===== src/rtl/soc_ctrl_pll_lock_mon_if.sv =====
// Register-side and status signals of one PLL lock monitor, grouped so the
// monitor and its consumer share a single bundle.
interface soc_ctrl_pll_lock_mon_if #(
  parameter int unsigned REF_DIV_BW  = 4,
  parameter int unsigned FB_DIV_BW   = 12,
  parameter int unsigned LOSS_CNT_BW = 8
);
  logic                   pll_locked_i;
  logic [REF_DIV_BW-1:0]  ref_div_i;
  logic [FB_DIV_BW-1:0]   fb_div_i;
  logic                   retry_i;
  logic                   clr_i;
  logic                   locked_o;
  logic                   timeout_o;
  logic                   lock_lost_o;
  logic [LOSS_CNT_BW-1:0] loss_cnt_o;
  logic [1:0]             state_o;

  // Driver side: the PLL/register block and whoever consumes the status.
  modport master (
    output pll_locked_i, ref_div_i, fb_div_i, retry_i, clr_i,
    input  locked_o, timeout_o, lock_lost_o, loss_cnt_o, state_o
  );

  // Monitor side.
  modport slave (
    input  pll_locked_i, ref_div_i, fb_div_i, retry_i, clr_i,
    output locked_o, timeout_o, lock_lost_o, loss_cnt_o, state_o
  );
endinterface


===== src/rtl/soc_ctrl_pll_lock_mon.sv =====
// PLL lock qualifier: synchronises the raw lock flag, demands a run of
// continuous lock before reporting locked, records lock losses and flags a
// timeout when lock never arrives. Divider changes restart qualification.
module soc_ctrl_pll_lock_mon #(
  parameter int unsigned REF_DIV_BW    = 4,
  parameter int unsigned FB_DIV_BW     = 12,
  parameter int unsigned SYNC_STAGES   = 2,
  parameter int unsigned STABLE_CYCLES = 64,
  parameter int unsigned LOCK_TIMEOUT  = 4096,
  parameter int unsigned LOSS_CNT_BW   = 8
) (
  input logic                    clk_i,
  input logic                    arst_ni,
  soc_ctrl_pll_lock_mon_if.slave bus_io
);

  localparam int unsigned CntMax = (STABLE_CYCLES > LOCK_TIMEOUT) ? STABLE_CYCLES : LOCK_TIMEOUT;
  localparam int unsigned CntW   = (CntMax > 1) ? $clog2(CntMax) : 1;
  localparam int unsigned DivW   = REF_DIV_BW + FB_DIV_BW;

  localparam logic [CntW-1:0] StableLast  = CntW'(STABLE_CYCLES - 1);
  localparam logic [CntW-1:0] TimeoutLast = CntW'(LOCK_TIMEOUT - 1);

  typedef enum logic [1:0] {
    StWaitLock = 2'b00,
    StSettle   = 2'b01,
    StLocked   = 2'b10,
    StTimeout  = 2'b11
  } state_e;

  state_e                 state_q;
  logic [CntW-1:0]        cnt_q;
  logic [SYNC_STAGES-1:0] sync_q;
  logic [DivW-1:0]        div_q;
  logic [DivW-1:0]        div_cur;
  logic                   lock_s;
  logic                   cfg_chg;
  logic                   loss_ev;
  logic                   lock_lost_q;
  logic [LOSS_CNT_BW-1:0] loss_cnt_q;

  assign lock_s  = sync_q[SYNC_STAGES-1];
  assign div_cur = {bus_io.ref_div_i, bus_io.fb_div_i};
  assign cfg_chg = (div_cur != div_q);
  // A divider change outranks a lock drop, so it is never counted as a loss.
  assign loss_ev = !cfg_chg && (state_q == StLocked) && !lock_s;

  // Synchroniser for the asynchronous raw lock flag.
  always_ff @(posedge clk_i or negedge arst_ni) begin
    if (!arst_ni) begin
      sync_q <= '0;
    end else begin
      sync_q <= {sync_q[SYNC_STAGES-2:0], bus_io.pll_locked_i};
    end
  end

  // Previous divider setting, refreshed every cycle for change detection.
  always_ff @(posedge clk_i or negedge arst_ni) begin
    if (!arst_ni) begin
      div_q <= '0;
    end else begin
      div_q <= div_cur;
    end
  end

  // Qualification FSM with its shared wait/settle counter.
  always_ff @(posedge clk_i or negedge arst_ni) begin
    if (!arst_ni) begin
      state_q <= StWaitLock;
      cnt_q   <= '0;
    end else if (cfg_chg) begin
      state_q <= StWaitLock;
      cnt_q   <= '0;
    end else begin
      unique case (state_q)
        StWaitLock: begin
          if (lock_s) begin
            state_q <= StSettle;
            cnt_q   <= '0;
          end else if (cnt_q == TimeoutLast) begin
            state_q <= StTimeout;
          end else begin
            cnt_q <= cnt_q + 1'b1;
          end
        end
        StSettle: begin
          if (!lock_s) begin
            state_q <= StWaitLock;
            cnt_q   <= '0;
          end else if (cnt_q == StableLast) begin
            state_q <= StLocked;
          end else begin
            cnt_q <= cnt_q + 1'b1;
          end
        end
        StLocked: begin
          if (!lock_s) begin
            state_q <= StWaitLock;
            cnt_q   <= '0;
          end
        end
        StTimeout: begin
          // Raw lock is ignored here; only software can restart the search.
          if (bus_io.retry_i) begin
            state_q <= StWaitLock;
            cnt_q   <= '0;
          end
        end
        default: begin
          state_q <= StWaitLock;
          cnt_q   <= '0;
        end
      endcase
    end
  end

  // Sticky loss flag and saturating loss counter; a loss beats a same-cycle clear.
  always_ff @(posedge clk_i or negedge arst_ni) begin
    if (!arst_ni) begin
      lock_lost_q <= 1'b0;
      loss_cnt_q  <= '0;
    end else if (loss_ev) begin
      lock_lost_q <= 1'b1;
      if (bus_io.clr_i) begin
        loss_cnt_q <= LOSS_CNT_BW'(1);
      end else if (loss_cnt_q != '1) begin
        loss_cnt_q <= loss_cnt_q + 1'b1;
      end
    end else if (bus_io.clr_i) begin
      lock_lost_q <= 1'b0;
      loss_cnt_q  <= '0;
    end
  end

  assign bus_io.locked_o    = (state_q == StLocked);
  assign bus_io.timeout_o   = (state_q == StTimeout);
  assign bus_io.state_o     = state_q;
  assign bus_io.lock_lost_o = lock_lost_q;
  assign bus_io.loss_cnt_o  = loss_cnt_q;

endmodule

===== src/flat_wrapper.sv =====
// flat-port wrapper written by rule: the top's interface ports become plain ports
module soc_ctrl_pll_lock_mon_flat 
#(
  parameter int unsigned REF_DIV_BW    = 4,
  parameter int unsigned FB_DIV_BW     = 12,
  parameter int unsigned SYNC_STAGES   = 2,
  parameter int unsigned STABLE_CYCLES = 64,
  parameter int unsigned LOCK_TIMEOUT  = 4096,
  parameter int unsigned LOSS_CNT_BW   = 8
)
  (clk_i, arst_ni, bus_io_pll_locked_i, bus_io_ref_div_i, bus_io_fb_div_i, bus_io_retry_i, bus_io_clr_i, bus_io_locked_o, bus_io_timeout_o, bus_io_lock_lost_o, bus_io_loss_cnt_o, bus_io_state_o);
  soc_ctrl_pll_lock_mon_if #(.REF_DIV_BW(REF_DIV_BW), .FB_DIV_BW(FB_DIV_BW), .LOSS_CNT_BW(LOSS_CNT_BW)) bus_io_i ();
  input logic clk_i;
  input logic arst_ni;
  input wire logic [$bits(bus_io_i.pll_locked_i)-1:0] bus_io_pll_locked_i;
  input wire logic [$bits(bus_io_i.ref_div_i)-1:0] bus_io_ref_div_i;
  input wire logic [$bits(bus_io_i.fb_div_i)-1:0] bus_io_fb_div_i;
  input wire logic [$bits(bus_io_i.retry_i)-1:0] bus_io_retry_i;
  input wire logic [$bits(bus_io_i.clr_i)-1:0] bus_io_clr_i;
  output wire logic [$bits(bus_io_i.locked_o)-1:0] bus_io_locked_o;
  output wire logic [$bits(bus_io_i.timeout_o)-1:0] bus_io_timeout_o;
  output wire logic [$bits(bus_io_i.lock_lost_o)-1:0] bus_io_lock_lost_o;
  output wire logic [$bits(bus_io_i.loss_cnt_o)-1:0] bus_io_loss_cnt_o;
  output wire logic [$bits(bus_io_i.state_o)-1:0] bus_io_state_o;
  assign bus_io_i.pll_locked_i = bus_io_pll_locked_i;
  assign bus_io_i.ref_div_i = bus_io_ref_div_i;
  assign bus_io_i.fb_div_i = bus_io_fb_div_i;
  assign bus_io_i.retry_i = bus_io_retry_i;
  assign bus_io_i.clr_i = bus_io_clr_i;
  assign bus_io_locked_o = bus_io_i.locked_o;
  assign bus_io_timeout_o = bus_io_i.timeout_o;
  assign bus_io_lock_lost_o = bus_io_i.lock_lost_o;
  assign bus_io_loss_cnt_o = bus_io_i.loss_cnt_o;
  assign bus_io_state_o = bus_io_i.state_o;
  soc_ctrl_pll_lock_mon #(.REF_DIV_BW(REF_DIV_BW), .FB_DIV_BW(FB_DIV_BW), .SYNC_STAGES(SYNC_STAGES), .STABLE_CYCLES(STABLE_CYCLES), .LOCK_TIMEOUT(LOCK_TIMEOUT), .LOSS_CNT_BW(LOSS_CNT_BW)) u_core (.clk_i(clk_i), .arst_ni(arst_ni), .bus_io(bus_io_i));
endmodule

===== config.mk =====
export PLATFORM = sky130hd
export DESIGN_NAME = soc_ctrl_pll_lock_mon_flat
export DESIGN_NICKNAME = d
export VERILOG_FILES = /design/src/rtl/soc_ctrl_pll_lock_mon_if.sv /design/src/rtl/soc_ctrl_pll_lock_mon.sv /design/src/flat_wrapper.sv
export SDC_FILE = /design/constraint.sdc
export NUM_CORES = 1
export LEC_CHECK = 0
export ABC_AREA = 0
export CAP_MARGIN = 10
export CORE_MARGIN = 2
export CORE_UTILIZATION = 48
export DETAILED_ROUTE_END_ITERATION = 8
export GPL_ROUTABILITY_DRIVEN = 1
export PLACE_DENSITY = 0.78
export SYNTH_ARGS = -nofsm -noshare
export SYNTH_HDL_FRONTEND = slang
export SYNTH_SLANG_ARGS = --single-unit

===== constraint.sdc =====
create_clock -name clk_i -period 3.3 [get_ports clk_i]
set_clock_uncertainty 0.15 [all_clocks]
set_input_delay 0.66 -clock clk_i [delete_from_list [all_inputs] [get_ports clk_i]]
set_output_delay 0.66 -clock clk_i [all_outputs]
set_load 0.005 [all_outputs]

Yosys cells after proc, flatten, opt, wreduce, memory -nomap -nowiden. Cells that the tools add are included.

Word-level logic and storage cells: 53. Flip-flop bits (word level): 41. Input bits: 21.

Mux-type cells: 22. Add/subtract/negate cells: 2. Equality and inequality tests: 13. Reduce and logical (&&, ||, !) cells: 10.

Operator list (count): 12-bit 2-to-1 mux (7); 12-bit case mux with 4 select lines (1); 8-bit 2-to-1 mux (4); 16-bit != test (1); 2-bit 2-to-1 mux (7); 12-bit by 1-bit adder with 12-bit output (second input constant) (1); 12-bit equality test (second input constant) (1); 12-bit by 6-bit equality test with 1-bit output (second input constant) (1); 8-bit by 1-bit adder with 8-bit output (second input constant) (1); 4-bit != test (second input constant) (2); 8-bit != test (second input constant) (1); 2-bit case mux with 4 select lines (1); 4-bit AND reduction (2); 2-bit equality test (second input constant) (2); 4-bit by 1-bit != test with 1-bit output (second input constant) (1); 4-bit by 2-bit != test with 1-bit output (second input constant) (1); 2-bit nonzero test (2); 3-bit by 2-bit != test with 1-bit output (second input constant) (1); 3-bit != test (second input constant) (1); 2-bit by 1-bit equality test with 1-bit output (second input constant) (1); 1-bit logical AND (2); 1-bit logical NOT (2); 2-bit logical NOT (1); 1-bit 2-to-1 mux (2); 2-bit AND reduction (1).

Longest topological paths before layout.
Depth in word-level cells: 6. Depth in mapped cells: 7. Depth with buffers taken out: 6.

Least setup slack after synthesis. No wires, ideal clock.

Path type: input to register. Start point: in bus_io_ref_div_i[3]. End point: reg u_core.cnt_q[9]. Path slack: 799 ps. Path buffers: 1. Stages: 6. Data required time: 3054 ps. Data arrival time: 2255 ps. Library setup time: 96 ps. Cells stage by stage: xor2_1 -> nor4_4 -> nand4_4 -> or4_1 -> buf_6 -> o32ai_4.

Cells in the longest elaborated chain, start to end: 3.

RTL lines: from (decl) (RTL line flat_wrapper.sv:16) `input wire logic [$bits(bus_io_i.ref_div_i)-1:0] bus_io_ref_div_i;`; 16-bit != test * (RTL line soc_ctrl_pll_lock_mon.sv:44) `assign cfg_chg = (div_cur != div_q);`; 4-bit != test (no source line), or another cell as far along; 4-bit AND reduction (no source line); to (signal assigned) (RTL line soc_ctrl_pll_lock_mon.sv:83) `cnt_q <= cnt_q + 1'b1;`; to (signal assigned) (RTL line soc_ctrl_pll_lock_mon.sv:93) `cnt_q <= cnt_q + 1'b1;`; to (decl) (RTL line soc_ctrl_pll_lock_mon.sv:32) `logic [CntW-1:0] cnt_q;`.

Every way passes the cells marked *; elsewhere a longest branch is shown, timed or not. A chain may end at the register's enable or synchronous reset.

Worst setup path in the final report.
Start point: in bus_io_ref_div_i[1]. End point: reg u_core.cnt_q[9].

The elaborated chain is that of the path after synthesis.

==> flow_summary.yaml <==
worst_setup_path:
  worstReg2RegStart: "u_core.cnt_q[0]"
  start_kind: "input pin"
  worstSetupEndpointType: "register"
  critPathRequiredTime_ns: 3.35
  timing.rr.end: "u_core.cnt_q[9]"
  path_class: "in2reg"
  r2r_cells: 7
  critPathMaxFanout: 10
  ff2ff_setup_slack_ns: 0.82
  cp_data_arrival_time_ns: 2.76
power:
  pwr-share-clk_pct: 40.1
  p_int_uw: 777
  p_leak_nw: 1.09
  pwr-share-comb_pct: 7.9
  pwr_density_cell_nw_per_um2: 371
  peakVddDrop_mv: 0.287
  netSwitchingFraction_pct: 22.3
  power_frac_seq_pct: 51.9
  p_sw_uw: 223
die:
  rows: 24
  die_width_um: 71.5
  start_util_pct: 49.9
  coreArea_um2: 4380
  ios: 34
  die_y_um: 71.5
  dieArea_um2: 5120
run_status:
  status: "complete, no violations"
finish:
  final_cell_count_no_fill: 290
  fin_util_pct: 61.6
  drive_gt1_share_pct: 13.0
  syn2layout_area_growth_pct: 23.3
  nNetsFinal: 260
  antenna-diode-count: 0
  final_area_um2: 2700
clocking:
  post_cts_buffers: 0
  tritoncts: "yes"
  root_buffer: "clkbuf_8"
  cts_buffers: 5
  htreeDepth: 2
  postCtsHoldBufs: 0
  clockBufferDepth: 2
  clk_pin_slew_worst_paths_ns: 0.08
  cts_resized: 0
  clk_latency_ns: 0.29
  numClockSinks: 41
hold_path:
  hold_path_end: "u_core.sync_q[1]"
  holdPathStages: 0
  min-delay-start: "u_core.sync_q[0]"
  min_path_type: "reg2reg"
timing:
  tightest_slew_ns: 0.901
  setup_violations: 0
  period_minus_slack_ns: 2.71
  tns_ns: 0
  worst_slack_ns: 0.587
  drv_slew: 0
  grt_setup_unrepaired: "false"
  finalCritPeriodShare_pct: 82.2
  slew_headroom_pct: 39.9
  clock.fmax_ghz: 0.369
  timing_hold_violations_final: 0
synthesis:
  ys_top_cells_by_area: "dfrtp_1 (47%), xor2_1 (6.4%), nor4_4 (3.9%), nor2_1 (2.4%), o311ai_0 (2.4%)"
  synth_nets: 222
  ys_ff_latch: 41
  synth-seq-area-share_pct: 46.9
  syn_area_um2: 2190
  synth_edf_count: 0
  async_reset_ff_share_pct: 100
  synth_top_area_share_pct: 46.9
  synth_cell_types: 48
  ys_warn_count: 0
  synth_top_area_cell: "dfrtp_1"
  syn_inst: 199
  synth_flop_cell: "dfrtp_1"
  postSynthAreaPerCell_um2: 11.0
routing:
  met2_length_um: 2270
  first_pass_iters: 4
  met3_wirelength_um: 214
  drc: 0
  vias: 1714
  top_layer: "met4"
  drtIter0Drc: 125
  via_per_inst: 5.91
  wl_per_cell_um: 15.8
  postRouteAntennaNets: 0
  wl_met1_um: 2050
  drt_wl_total_um: 4580
placed_design:
  dp_slack_ns: 0.259
  dp.cells: 282
  gp_congestion: 0.837
  post_dp_cell_area_um2: 2590
  io_buffers: 33
  hpwl_um: 3300
run:
  maxCapViolations: 0
global_routing:
  grt_overflow_total: 0
  grt_max_degree: 42
  track_usage_pct: 19.8
  grt_pass1_wl_um: 8020
  antenna_found_initial: 0
  grt_pass1_vias: 1723
-- cell families after synthesis --
logic type	synth area share, %
compound gates	16.8
xor+xnor	6.80
fa+ha+maj	1.14
buf+inv	2.91
flops	46.9
mux	1.54
simple gates	23.9
-- through the flow --
step / total power, mW / hold slack (ns)
global route: 1.04 / 0.221
finish: 1.00 / 0.211
global placement: 0.609 / 0.186
CTS: 1.01 / 0.216
floorplan: 0.567 / 0.181
detailed placement: 0.611 / 0.197
-- cell usage in the layout, fill, tap and decap left out, drive strengths merged, types with 5 or more instances in the layout --
cell,synthesis,layout
nor2b,7,7
nor2,14,14
o311ai,7,7
a21oi,6,6
nand2,10,10
clkbuf,5,6
xor2,16,16
dfrtp,41,41
inv,5,5
nand3,10,10
clkdlybuf4s50,0,32
o31ai,6,6
buf,4,8
nand4,6,6
nor4,7,7
and3,5,5
-- final cells by class --
type                            count  area [um2]
Clock buffer                        6        72.6
Clock inverter                      2        38.8
Fill cell                         371        1690
Inverter                            5        18.8
Multi-Input combinational cell    144        1100
Sequential cell                    41        1030
Tap cell                           52        65.1
Timing Repair Buffer               40         378
-- worst max path at each step --
stage,slack (ns),from,cells after the start,to
6_report,0.59,bus_io_ref_div_i[1],7,u_core.cnt_q[9]
5_1_grt,0.50,bus_io_ref_div_i[0],7,u_core.cnt_q[6]
3_3_place_gp,0.35,bus_io_ref_div_i[1],7,u_core.cnt_q[9]
2_1_floorplan,0.80,bus_io_ref_div_i[3],6,u_core.cnt_q[9]
4_1_cts,0.57,bus_io_ref_div_i[1],7,u_core.cnt_q[9]
3_5_place_dp,0.26,bus_io_ref_div_i[1],7,u_core.cnt_q[9]
-- per-layer routing --
layer / vias to the layer above / GRT usage (%)
met5: - / 0
met3: 5 / 3.66
met2: 48 / 32.2
met4: 0 / 6.08
met1: 842 / 27.0
li1: 819 / -
-- flip-flops by register name, summed over array words and instances (netlist names) --
| signal | count |
|---|---|
| u_core.cnt_q | 12 |
| u_core.sync_q | 2 |
| u_core.bus_io.state_o | 2 |
| u_core.div_q | 16 |
| u_core.bus_io.lock_lost_o | 1 |
| u_core.bus_io.loss_cnt_o | 8 |
-- worst max-delay path, cell delays in order --
cell and delay (ns):
clkdlybuf4s50_1 0.43, xor2_1 0.18, nor4_4 0.37, nand4_4 0.13, or4_1 0.53, buf_4 0.20, o32ai_4 0.25
-- power groups by stage --
stage	Clock (mW)	Sequential (mW)	Combinational, mW
2_1_floorplan	0	0.527	0.0402
3_3_place_gp	0	0.529	0.0796
3_5_place_dp	0	0.530	0.0812
4_1_cts	0.410	0.520	0.0815
5_1_grt	0.431	0.521	0.0878
6_report	0.402	0.520	0.0793
-- cell usage after synthesis, types with 2 or more instances --
cell type and instances:
o31ai_1 2, nor4_4 4, nor4_1 3, mux2_1 3, nand3_1 10, o31ai_2 4
dfrtp_1 41, a41oi_1 2, nor3b_1 2, nand2_1 10, xor2_1 16, a211oi_1 2
or3_1 3, a31oi_1 3, nand2b_1 2, o311ai_0 6, nor2_1 14, buf_2 3
and4_1 3, ha_1 2, o41ai_2 3, and2_1 4, and3_1 5, nand4_1 5
inv_1 5, o22ai_1 2, clkbuf_1 5, nor4b_1 2, a21oi_1 6, o21ai_0 3
nor2b_1 7
Note: power is estimated with default switching activity, not from simulation.
